`src/rtl/io_request_responder.sv`:
```
// rtl/io_request_responder.sv - peripheral side of the CPU I/O handshake with a debounced enter button
module io_request_responder #(
    parameter int DATA_WIDTH      = 32,
    parameter int SWITCH_WIDTH    = 16,
    parameter int DEBOUNCE_WIDTH  = 16,
    parameter int DEBOUNCE_CYCLES = 50000
) (
    input  logic                    clock,
    input  logic                    reset,
    input  logic                    is_input,
    input  logic                    is_output,
    input  logic [DATA_WIDTH-1:0]   output_data,
    input  logic [SWITCH_WIDTH-1:0] switches,
    input  logic                    enter_button,
    output logic                    confirmation,
    output logic [DATA_WIDTH-1:0]   input_data,
    output logic [DATA_WIDTH-1:0]   display_data,
    output logic                    waiting
);

    typedef enum logic [2:0] {
        IDLE         = 3'd0,
        WAIT_PRESS   = 3'd1,
        WAIT_RELEASE = 3'd2,
        ACK          = 3'd3,
        DONE         = 3'd4
    } state_t;

    localparam logic [DEBOUNCE_WIDTH-1:0] CNT_MAX = DEBOUNCE_WIDTH'(DEBOUNCE_CYCLES - 1);

    logic                      sync1_q, btn_sync_q;
    logic                      stable_q, stable_d;
    logic                      press_q, press_d;
    logic                      release_q, release_d;
    logic [DEBOUNCE_WIDTH-1:0] cnt_q, cnt_d;

    state_t                    state_q, state_d;
    logic                      op_is_input_q, op_is_input_d;
    logic [DATA_WIDTH-1:0]     input_data_q, input_data_d;
    logic [DATA_WIDTH-1:0]     display_data_q, display_data_d;
    logic                      req_active;

    // The stable level only flips after the synchronized button has disagreed
    // with it for DEBOUNCE_CYCLES consecutive cycles; any agreement restarts the count.
    always_comb begin
        stable_d  = stable_q;
        cnt_d     = '0;
        press_d   = 1'b0;
        release_d = 1'b0;
        if (btn_sync_q != stable_q) begin
            if (cnt_q == CNT_MAX) begin
                stable_d  = btn_sync_q;
                press_d   = btn_sync_q;
                release_d = !btn_sync_q;
            end else begin
                cnt_d = cnt_q + DEBOUNCE_WIDTH'(1);
            end
        end
    end

    always_ff @(posedge clock or negedge reset) begin
        if (!reset) begin
            sync1_q    <= 1'b0;
            btn_sync_q <= 1'b0;
            stable_q   <= 1'b0;
            cnt_q      <= '0;
            press_q    <= 1'b0;
            release_q  <= 1'b0;
        end else begin
            sync1_q    <= enter_button;
            btn_sync_q <= sync1_q;
            stable_q   <= stable_d;
            cnt_q      <= cnt_d;
            press_q    <= press_d;
            release_q  <= release_d;
        end
    end

    always_ff @(posedge clock or negedge reset) begin
        if (!reset) begin
            state_q        <= IDLE;
            op_is_input_q  <= 1'b0;
            input_data_q   <= '0;
            display_data_q <= '0;
        end else begin
            state_q        <= state_d;
            op_is_input_q  <= op_is_input_d;
            input_data_q   <= input_data_d;
            display_data_q <= display_data_d;
        end
    end

    assign req_active = op_is_input_q ? is_input : is_output;

    always_comb begin
        state_d = state_q;
        case (state_q)
            IDLE: begin
                if (is_input || is_output) state_d = WAIT_PRESS;
            end
            WAIT_PRESS: begin
                if (!req_active)  state_d = IDLE;
                else if (press_q) state_d = WAIT_RELEASE;
            end
            // A dropped request is deliberately ignored here so the user's press completes.
            WAIT_RELEASE: begin
                if (release_q || !stable_q) state_d = ACK;
            end
            ACK: begin
                state_d = DONE;
            end
            DONE: begin
                if (!is_input && !is_output) state_d = IDLE;
            end
            default: begin
                state_d = IDLE;
            end
        endcase
    end

    always_comb begin
        op_is_input_d  = op_is_input_q;
        input_data_d   = input_data_q;
        display_data_d = display_data_q;
        confirmation   = (state_q == ACK);
        waiting        = (state_q == WAIT_PRESS);
        if (state_q == IDLE) begin
            if (is_input) begin
                op_is_input_d = 1'b1;
            end else if (is_output) begin
                op_is_input_d  = 1'b0;
                display_data_d = output_data;
            end
        end
        if (state_q == WAIT_PRESS && req_active && press_q && op_is_input_q) begin
            input_data_d = DATA_WIDTH'(switches);
        end
    end

    assign input_data   = input_data_q;
    assign display_data = display_data_q;

endmodule

```
`config.mk`:
```
export PLATFORM = sky130hd
export DESIGN_NAME = io_request_responder
export DESIGN_NICKNAME = d
export VERILOG_FILES = /design/src/rtl/io_request_responder.sv
export SDC_FILE = /design/constraint.sdc
export NUM_CORES = 1
export LEC_CHECK = 0
export ABC_AREA = 1
export ABC_CLOCK_PERIOD_IN_PS = 3400
export CORE_ASPECT_RATIO = 1.4
export CORE_MARGIN = 2
export CORE_UTILIZATION = 49
export CTS_CLUSTER_DIAMETER = 60
export DETAILED_ROUTE_END_ITERATION = 8
export HOLD_SLACK_MARGIN = 0.06
export PLACE_DENSITY = 0.87
export SLEW_MARGIN = 25
export SYNTH_ARGS = -nofsm -noshare
export SYNTH_HDL_FRONTEND = slang
export SYNTH_SLANG_ARGS = --single-unit
```
`constraint.sdc`:
```
create_clock -name clock -period 3.4 [get_ports clock]
set_input_delay 1.02 -clock clock [delete_from_list [all_inputs] [get_ports clock]]
set_output_delay 1.02 -clock clock [all_outputs]
set_load 0.1 [all_outputs]
```
Yosys cells after proc, flatten, opt, wreduce, memory -nomap -nowiden:

Cells that the tools add are included.

* $add $sub $neg: 1
* muxes and demuxes: 15
* equal/unequal tests: 10
* bitwise gates (word level): 1
* reductions and logical operators: 16

Operator list (count)
* $mux 16: 2
* $add 16x1->16 const B: 1
* $eq 16x16->1 const B: 1
* $mux 3: 5
* $pmux 3 s5: 1
* $mux 1: 7
* $eq 3x2->1 const B: 2
* $ne 2x2->1 const B: 3
* $logic_and 1x1->1: 4
* $logic_not 1->1: 4
* $reduce_and 2->1: 2
* $reduce_and 4->1: 1
* $eq 3x1->1 const B: 1
* $eq 3x3->1 const B: 1
* $logic_not 3->1: 1
* $ne 3x3->1 const B: 1
* $reduce_and 3->1: 1
* $logic_or 1x1->1: 2
* $reduce_bool 2->1: 1
* $ne 1x1->1: 1
* $not 1->1: 1

* register bits: 73
* input port bits: 53
* output and inout port bits: 66
* word-level logic and storage cells: 53

Depth between registers and ports, before layout:

Gate-level depths: netlist (run 1).

* depth after elaboration: 4
* depth in mapped cells: 9
* gate-level depth less buffers: 9

Least setup slack after synthesis (run 1):

OpenSTA, ideal clock, no wires.

* kind: flip-flop to output port
* from: register state_q[0]
* to: output port confirmation
* stages on the path, launching flop included: 3
* arrival time: 2.540 ns
* buffers on the path: 0
* data required time: 2.380 ns
* slack: -0.160 ns
* path through: dfrtp_1 -> inv_1 -> nor3_1

* longest elaborated chain between the ends: 1

RTL lines
* from (decl): RTL line 37 `state_t state_q, state_d;`
* from (signal assigned): RTL line 86 `state_q <= state_d;`
* $eq 3x2->1: RTL line 125 `confirmation = (state_q == ACK);`
* to (decl): RTL line 15 `output logic confirmation,`

Every way passes these cells.

Final worst setup path (run 1):

* from: register state_q[2]
* to: output port waiting

* longest elaborated chain between the ends: 1

RTL lines
* $eq 3x1->1: RTL line 126 `waiting = (state_q == WAIT_PRESS);`
* to (decl): RTL line 18 `output logic waiting`

Every way passes these cells.

==> results.json, run 1 <==
{
  "tns_ps": 0,
  "remaining_drc_errors": 0,
  "final_max_slew_viol_count": 0,
  "grt_pass1_vias": 2822,
  "cp-start-kind": "flip-flop",
  "grt.total_usage": 0.2060,
  "cp.required_ps": 2380,
  "grt_first_pass_wirelength_um": 12610,
  "num_vias": 2896,
  "h-tree-depth": 3,
  "outcome": "complete, no violations",
  "coreArea_sq_um": 6937,
  "syn_inst": 401,
  "setup_viol": 0,
  "layout-drive-gt1-share": 0.2063,
  "critical_path_arrival_ps": 1380,
  "dieHeight_um": 103.6,
  "routabilityCongestion": 0.9158,
  "cp_slowest_stage_delay_ps": 440,
  "cpLargestDelayFamily": "buffers and inverters",
  "fmax_mhz": 416.9,
  "ys_top_cells_by_area": "dfrtp_1 53%, nand2_1 13%, nand3_1 6.8%, o21ai_2 4.3%, inv_1 4.2%",
  "min_path_type": "flip-flop to flip-flop",
  "crit_slowest_cell": "dfrtp_1",
  "nets": 558,
  "port_buffers": 102,
  "dp_hpwl_um": 5607,
  "p_per_area_nw_per_um2": 904.8,
  "synth.distinct_cells": 31,
  "seq_area_frac_synth": 0.5261,
  "finalCritPeriodShare": 0.7055,
  "leakage_nw": 2.347,
  "wl_um": 7626,
  "clk_pin_slew_worst_paths_ps": 70,
  "synth_area_sq_um": 3472,
  "cp_cell_sequence": "inv_1 > nand3_2 > inv_1 > buf_4",
  "irDropWorstVdd_mv": 0.6034,
  "cts.sinks": 73,
  "postCtsSetupBuffers": 0,
  "synth_top_area_share": 0.5261,
  "grt_max_degree": 37,
  "reg2reg_from": "state_q[0]",
  "post_cts_resized": 0,
  "cts-root-buf": "clkbuf_8",
  "worst_clock_skew_ps": 9.007,
  "ioPinCount": 119,
  "cts_tree": "done",
  "finalCriticalPeriod_ps": 2399,
  "cts_buffers": 9,
  "antenna_found_initial": 0,
  "cts_hold_buf": 0,
  "syn_avg_cell_area_sq_um": 8.659,
  "end_kind": "output pin",
  "drv_cap": 0,
  "drtPass1Iterations": 5,
  "ant_nets": 0,
  "die_w_um": 75.15,
  "final_hold_viol_count": 0,
  "rsz0062_at_grt": "false",
  "grt.overflow.total": 0,
  "cp_num_buf_inv": 3,
  "cp_max_fo": 5,
  "die_area_sq_um": 7785,
  "worstHoldStart": "sync1_q",
  "layout_setup_ws_ps": 1001,
  "path_class": "flip-flop to output pin",
  "wl_per_cell_um": 12.63,
  "drt_iter0_drc": 210,
  "preCtsSetupSlack_ps": 720.3,
  "via_per_inst": 4.795,
  "antennaDiodeCount": 0,
  "yosys_warnings": 0,
  "row_count": 36,
  "start_util": 0.5005,
  "clkLatencyLatePin_ps": 340,
  "cpMostUsedCell": "inv_1",
  "fillers": 590,
  "area_delta_synth_final_pct": 30.95,
  "synth_seq_cells": 73,
  "synth_largest_area_cell": "dfrtp_1",
  "clock_path_buffers": 2,
  "worstSetupStartpoint": "state_q[2]"
}
-- layout make-up --
type,instances,area [sq um],share of cell area
Inverter,41,153.9,0.03385
Clock buffer,15,206.4,0.04540
Clock inverter,1,5.005,0.001101
Timing Repair Buffer,106,920.9,0.2025
Multi-Input combinational cell,273,1315,0.2892
Tap cell,95,118.9,0.02614
Sequential cell,73,1827,0.4018
-- routing by layer --
layer | GRT usage | wire length, um | vias up
met2 | 0.3459 | 3984 | 99
li1 | - | - | 1427
met4 | 0.1015 | 264 | 0
met5 | 0 | 0 | -
met1 | 0.2510 | 2971 | 1349
met3 | 0.02918 | 407 | 21
-- worst paths after layout --
| path | end | slack [ps] | cells after the start |
|---|---|---|---|
| hold / removal | btn_sync_q | 350 | 0 |
| min in group asynchronous | cnt_q[7] | 560 | 1 |
| setup / recovery | waiting | 1000 | 4 |
| setup reg to reg | display_data[24] | 1660 | 6 |
| max in group asynchronous | display_data[6] | 2090 | 2 |
| hold reg to reg | btn_sync_q | 350 | 0 |
-- cell usage after synthesis, drive strengths merged --
cell type  instances
or2                1
nand2            120
ha                 1
inv               41
o22ai              1
xor2               5
a21oi              4
nand4              1
and2               1
buf               26
o21ai             21
o21bai             1
nand3             49
nand3b             1
nor3               8
clkbuf             3
conb               1
nor3b              1
dfrtp             73
nor2              41
a31o               1
-- metrics by stage --
stage               std cells  hold slack [ps]  total power, W    util  cell area (sq um)
floorplan                 416            331.2        0.003012       -               3533
global placement          588            334.0        0.003421  0.6250               4335
detailed placement        588            337.9        0.003455  0.6250               4335
CTS                       604            353.9        0.004142  0.6555               4547
global route              604            358.1        0.004283  0.6555               4547
finish                    604            354.1        0.004114  0.6555               4547
-- cell usage in the layout (no fill, tap or decap), types with 2 or more instances in the layout --
master / instances
nand2_2: 3
o21ai_2: 17
conb_1: 16
a21oi_1: 4
clkdlybuf4s50_1: 51
buf_4: 54
inv_2: 2
nand3_1: 47
nand3_2: 2
nor2_2: 4
clkbuf_8: 15
dfrtp_1: 73
inv_1: 39
nor2_1: 35
nor3_1: 7
nand2_1: 116
xor2_1: 5
o21ai_0: 4
-- state kept, by name, summed over array words and instances, names as in the netlist --
signal         count
display_data      32
sync1_q            1
input_data        16
state_q            3
op_is_input_q      1
stable_q           1
press_q            1
btn_sync_q         1
cnt_q             16
release_q          1
-- power breakdown --
group          internal [W]  leakage, nW  switching [W]
Clock              0.000384        0.112       0.000299
Sequential          0.00107        0.961       0.000131
Combinational      0.000424         1.27        0.00181
Total               0.00188         2.35        0.00224
-- logic make-up (layout without fill, tap and decap cells) --
family,Yosys count,after routing,synth area share
adder cells (fa/ha/maj),1,1,0.003603
AND/OR/NAND/NOR,223,223,0.2829
buffers and inverters,70,163,0.1128
XOR/XNOR,5,5,0.01261
AO/OA/AOI/OAI,28,28,0.06090
other,1,16,0.001080
flip-flops,73,73,0.5261
Note: power is estimated with default switching activity, not from simulation.
==> inputs of run 2 (changes only) <==
Settings changed: ABC_CLOCK_PERIOD_IN_PS 3400 to 1920, CORE_UTILIZATION 49 to 41, PLACE_DENSITY 0.87 to 0.78.
Clock period 3.4 ns to 1.92 ns, I/O delays scaled along.
==> run 2 against run 1 <==
  * Sequential power increased by 92%
  * Via count increased by 2.8%
  * Final area increased by 18%
  * Critical path type unchanged
  * Combinational power increased by 120%
  * Flip-flop and latch count unchanged
  * Final cell count increased by 1.7%
  * Non-clock buffer count increased by 3
  * Clock skew decreased by 4.0 ps
  * Critical path depth unchanged
  * Worst setup slack got worse by 910 ps
==> results.json, run 2 (synthesized netlist as in run 1, its figures left out) <==
{
  "ant_nets": 0,
  "grt_first_pass_wirelength_um": 13950,
  "stdcell_count": 614,
  "fmax_mhz": 545.8,
  "die_w_um": 81.78,
  "min_path_type": "input pin to async pin",
  "leakage_nw": 2.599,
  "antennaDiodeCount": 0,
  "grt_max_degree": 37,
  "routabilityCongestion": 0.8860,
  "cp-start-kind": "flip-flop",
  "rsz0062_at_grt": "false",
  "cts_tree": "done",
  "layout_setup_ws_ps": 87.95,
  "r2r_slack_ps": 450,
  "largest_register_ffs": 32,
  "drtPass1Iterations": 4,
  "ioPinCount": 119,
  "start_util": 0.4235,
  "critical_path_arrival_ps": 1260,
  "timing.rr.end": "cnt_q[14]",
  "multiInputGateArea_sq_um": 1329,
  "antenna_found_initial": 0,
  "drt_iter0_drc": 160,
  "reg2reg_depth": 8,
  "final_hold_viol_count": 0,
  "p_per_area_nw_per_um2": 1691,
  "final_max_slew_viol_count": 0,
  "clkLatencyLatePin_ps": 330,
  "cts_buffers": 9,
  "layout-drive-gt1-share": 0.2168,
  "wl_um": 8618,
  "row_count": 39,
  "drv_cap": 0,
  "dp_cells": 598,
  "clock_path_buffers": 2,
  "via_per_inst": 4.849,
  "cts.sinks": 73,
  "clk_pin_slew_worst_paths_ps": 60,
  "cts-root-buf": "clkbuf_16",
  "tns_ps": 0,
  "worst_clock_skew_ps": 4.987,
  "grt_pass1_vias": 2920,
  "die_area_sq_um": 9231,
  "setup_viol": 0,
  "finalCritPeriodShare": 0.9542,
  "seq_area_sq_um": 1829,
  "cts_hold_buf": 0,
  "final_common_cell": "nand2_1",
  "outcome": "complete, no violations",
  "coreArea_sq_um": 8198,
  "preCtsSetupSlack_ps": -4.603,
  "finalCriticalPeriod_ps": 1832,
  "worst_hold_slack_ps": 207.8,
  "h-tree-depth": 3,
  "fillers": 596,
  "area_delta_synth_final_pct": 54.88,
  "grt.total_usage": 0.1959,
  "irDropWorstVdd_mv": 1.493,
  "path_class": "flip-flop to output pin",
  "cp_max_fo": 4,
  "grt.overflow.total": 0,
  "end_kind": "output pin",
  "fin_util": 0.6560,
  "dp_hpwl_um": 6299,
  "cp.required_ps": 1340,
  "nets": 561,
  "layout_common_cells": "116 x nand2_1, 71 x dfrtp_1, 52 x buf_12",
  "reg2reg_from": "cnt_q[0]",
  "postCtsSetupBuffers": 0,
  "dieHeight_um": 112.9,
  "num_vias": 2977,
  "wl_per_cell_um": 14.04,
  "remaining_drc_errors": 0,
  "port_buffers": 102
}
## run 2: cell types whose count changed in the layout (fill, tap and decap cells not counted), sizes merged
cell / delta
bufinv: +3
buf: +3
clkbuf: -5
inv: +2
## run 2: final cells by class
type	instances	area share
sequential	73	0.3402
timing repair buffer	109	0.2969
multi-input combinational	273	0.2471
clock buffer	10	0.04258
inverter	41	0.02862
tap	102	0.02373
clock inverter	6	0.02094
## run 2: how the worst max path moves through the flow
stage,from,endpoint,slack [ps],cells past startpoint
2_1_floorplan,state_q[0],confirmation,70,2
3_5_place_dp,is_input,state_q[1],-5,10
6_report,state_q[1],waiting,90,4
3_3_place_gp,is_input,state_q[1],50,10
4_1_cts,state_q[2],waiting,10,4
5_1_grt,state_q[1],waiting,30,4
## run 2: through the flow
step           cell area [sq um]  total power, W
6_report                    5378        0.009093
5_1_grt                     5378        0.009430
2_1_floorplan               3540        0.005347
4_1_cts                     5369        0.009123
3_5_place_dp                5026        0.007183
3_3_place_gp                5026        0.007119
## run 2: repair_timing
action / in CTS / in global routing
setup endpoints to repair: 1 / 2
gates resized for setup: 2 / 3
pin swaps: 0 / 1
## run 2: worst max-delay path, cell delays in order, from the launching register on
cell	delay, ps
dfrtp_1	400
inv_2	140
nand3_4	120
inv_2	100
buf_12	170
## run 2: report_power, final
group	switching, W	internal, W
clock network	0.000628	0.00128
logic	0.00328	0.00161
registers	0.000398	0.00190
## run 2: layer usage
metal | wire (um) | part of all wire | global-route usage
met5 | 0 | 0 | 0
met4 | 151 | 0.018 | 0.06778
met3 | 528 | 0.061 | 0.04785
met2 | 4700 | 0.55 | 0.3512
met1 | 3237 | 0.38 | 0.2209
==> inputs of run 3 (changes only) <==
--- a/config.mk
+++ b/config.mk
@@ -9,3 +9,3 @@
 export ABC_CLOCK_PERIOD_IN_PS = 1920
-export CORE_ASPECT_RATIO = 1.4
+export CORE_ASPECT_RATIO = 0.6
 export CORE_MARGIN = 2
==> constraint.sdc (replaced) <==
create_clock -name clock -period 1.92 [get_ports clock]
set_input_delay 0.288 -clock clock [delete_from_list [all_inputs] [get_ports clock]]
set_output_delay 0.288 -clock clock [all_outputs]
set_load 0.1 [all_outputs]
==> run 3 against run 2 <==
  * Via count decreased by 4.6%
  * Flip-flop and latch count unchanged
  * Clock skew about the same
  * Maximum frequency increased by 14%
  * Global-route usage decreased by 2.0 points
  * Worst setup slack improved by 220 ps
  * Clock power decreased by 9%
  * Critical path depth unchanged
  * Final area decreased by 11%
  * Non-clock buffer count increased by 1
  * Sequential share of layout area increased by 4.3 points
  * Critical path type unchanged
  * Critical endpoint unchanged
==> results.json, run 3 (synthesized netlist as in run 1, its figures left out) <==
{
  "outcome": "complete, no violations",
  "p_per_area_nw_per_um2": 1662,
  "clkLatencyLatePin_ps": 330,
  "worstSetupStartpoint": "state_q[2]",
  "path_class": "flip-flop to output pin",
  "num_vias": 2841,
  "antenna_found_initial": 0,
  "die_area_sq_um": 9244,
  "min_path_type": "flip-flop to flip-flop",
  "routabilityCongestion": 0.9466,
  "via_per_inst": 4.575,
  "finalCriticalPeriod_ps": 1614,
  "port_buffers": 102,
  "ant_nets": 0,
  "wl_um": 7860,
  "worst_clock_skew_ps": 4.884,
  "crit_slowest_cell": "dfrtp_1",
  "cp.required_ps": 1630,
  "worst_pin_slew_ps": 513.5,
  "fin_area_sq_um": 4765,
  "row_count": 25,
  "fillers": 715,
  "tns_ps": 0,
  "cpLargestDelayFamily": "flip-flops",
  "clock_path_buffers": 2,
  "dp_hpwl_um": 5758,
  "final_hold_viol_count": 0,
  "grt.total_usage": 0.1757,
  "place_area_sq_um": 4446,
  "cts_buffers": 9,
  "reg2reg_from": "state_q[2]",
  "post_cts_resized": 0,
  "drtPass1Iterations": 4,
  "grt_max_degree": 39,
  "finalCritPeriodShare": 0.8406,
  "wl_per_cell_um": 12.66,
  "worstHoldStart": "sync1_q",
  "rsz0062_at_grt": "false",
  "r2r_slack_ps": 430,
  "cp-start-kind": "flip-flop",
  "setup_viol": 0,
  "ioPinCount": 119,
  "final_max_slew_viol_count": 0,
  "layout_setup_ws_ps": 306.1,
  "preCtsSetupSlack_ps": 254.7,
  "layout-drive-gt1-share": 0.2066,
  "cp_slowest_stage_delay_ps": 460,
  "dieHeight_um": 75.28,
  "antennaDiodeCount": 0,
  "die_w_um": 122.8,
  "irDropWorstVdd_mv": 0.6305,
  "area_delta_synth_final_pct": 37.23,
  "final_common_cell": "nand2_1",
  "cts.sinks": 73,
  "coreArea_sq_um": 8039,
  "drv_cap": 0,
  "layout_common_cells": "116 x nand2_1, 73 x dfrtp_1, 53 x buf_4",
  "leakage_nw": 2.430,
  "cp_max_fo": 5,
  "clk_pin_slew_worst_paths_ps": 50,
  "cts_tree": "done",
  "grt_first_pass_wirelength_um": 12010,
  "cpMostUsedCell": "inv_1",
  "fmax_mhz": 619.6,
  "h-tree-depth": 3,
  "relSlewSlack": 0.6577,
  "cp_num_buf_inv": 3,
  "grt_pass1_vias": 2484,
  "remaining_drc_errors": 0,
  "largest_register_ffs": 32,
  "start_util": 0.4319,
  "drt_iter0_drc": 183,
  "cts-root-buf": "clkbuf_16",
  "nets": 562,
  "critical_path_arrival_ps": 1330,
  "cp_cell_sequence": "inv_1 > nand3_2 > inv_1 > buf_12",
  "grt.overflow.total": 0,
  "end_kind": "output pin"
}
## run 3: path summary, 6_finish.rpt
path | endpoint | depth (start not counted)
max reg2reg | display_data[3] | 6
max | waiting | 4
min | btn_sync_q | 0
min reg2reg | btn_sync_q | 0
min in group asynchronous | state_q[1] | 2
max in group asynchronous | display_data[12] | 3
## run 3: cell type report
cell class / instances / area, sq um / area share
clock inverters: 2 / 35.03 / 0.007353
flip-flops and latches: 73 / 1827 / 0.3834
well taps: 108 / 135.1 / 0.02836
repair buffers: 110 / 1018 / 0.2138
multi-input cells: 273 / 1321 / 0.2773
inverters: 41 / 153.9 / 0.03230
clock buffers: 14 / 274.0 / 0.05751
## run 3: repair_timing
| item | in CTS | in global routing |
|---|---|---|
| endpoints found under the hold margin | 36 | 0 |
| setup buffers | 0 | 0 |
| hold buffers | 1 | 0 |
## run 3: per-stage QoR
stage	utilization	cells	power [W]	hold slack (ps)
after floorplan	-	416	0.005347	-7.591
after global placement	0.5530	604	0.006189	298.9
after detailed placement	0.5530	604	0.006237	303.1
after CTS	0.5927	621	0.007994	356.6
after global routing	0.5927	621	0.008263	364.3
final	0.5927	621	0.007919	358.7
## run 3: metal layers
metal,vias to the layer above,part of all wire,track usage
met5,-,0,0
met4,0,0.0076,0.05875
met3,7,0.085,0.07879
met2,96,0.42,0.2443
met1,1295,0.48,0.2441
li1,1443,-,-
## run 3: report_power, final
group	total, W	internal (W)	switching (W)	leakage [nW]
Combinational	0.00406	0.000831	0.00323	1.32
Clock	0.00172	0.00111	0.000607	0.153
Sequential	0.00214	0.00189	0.000243	0.961
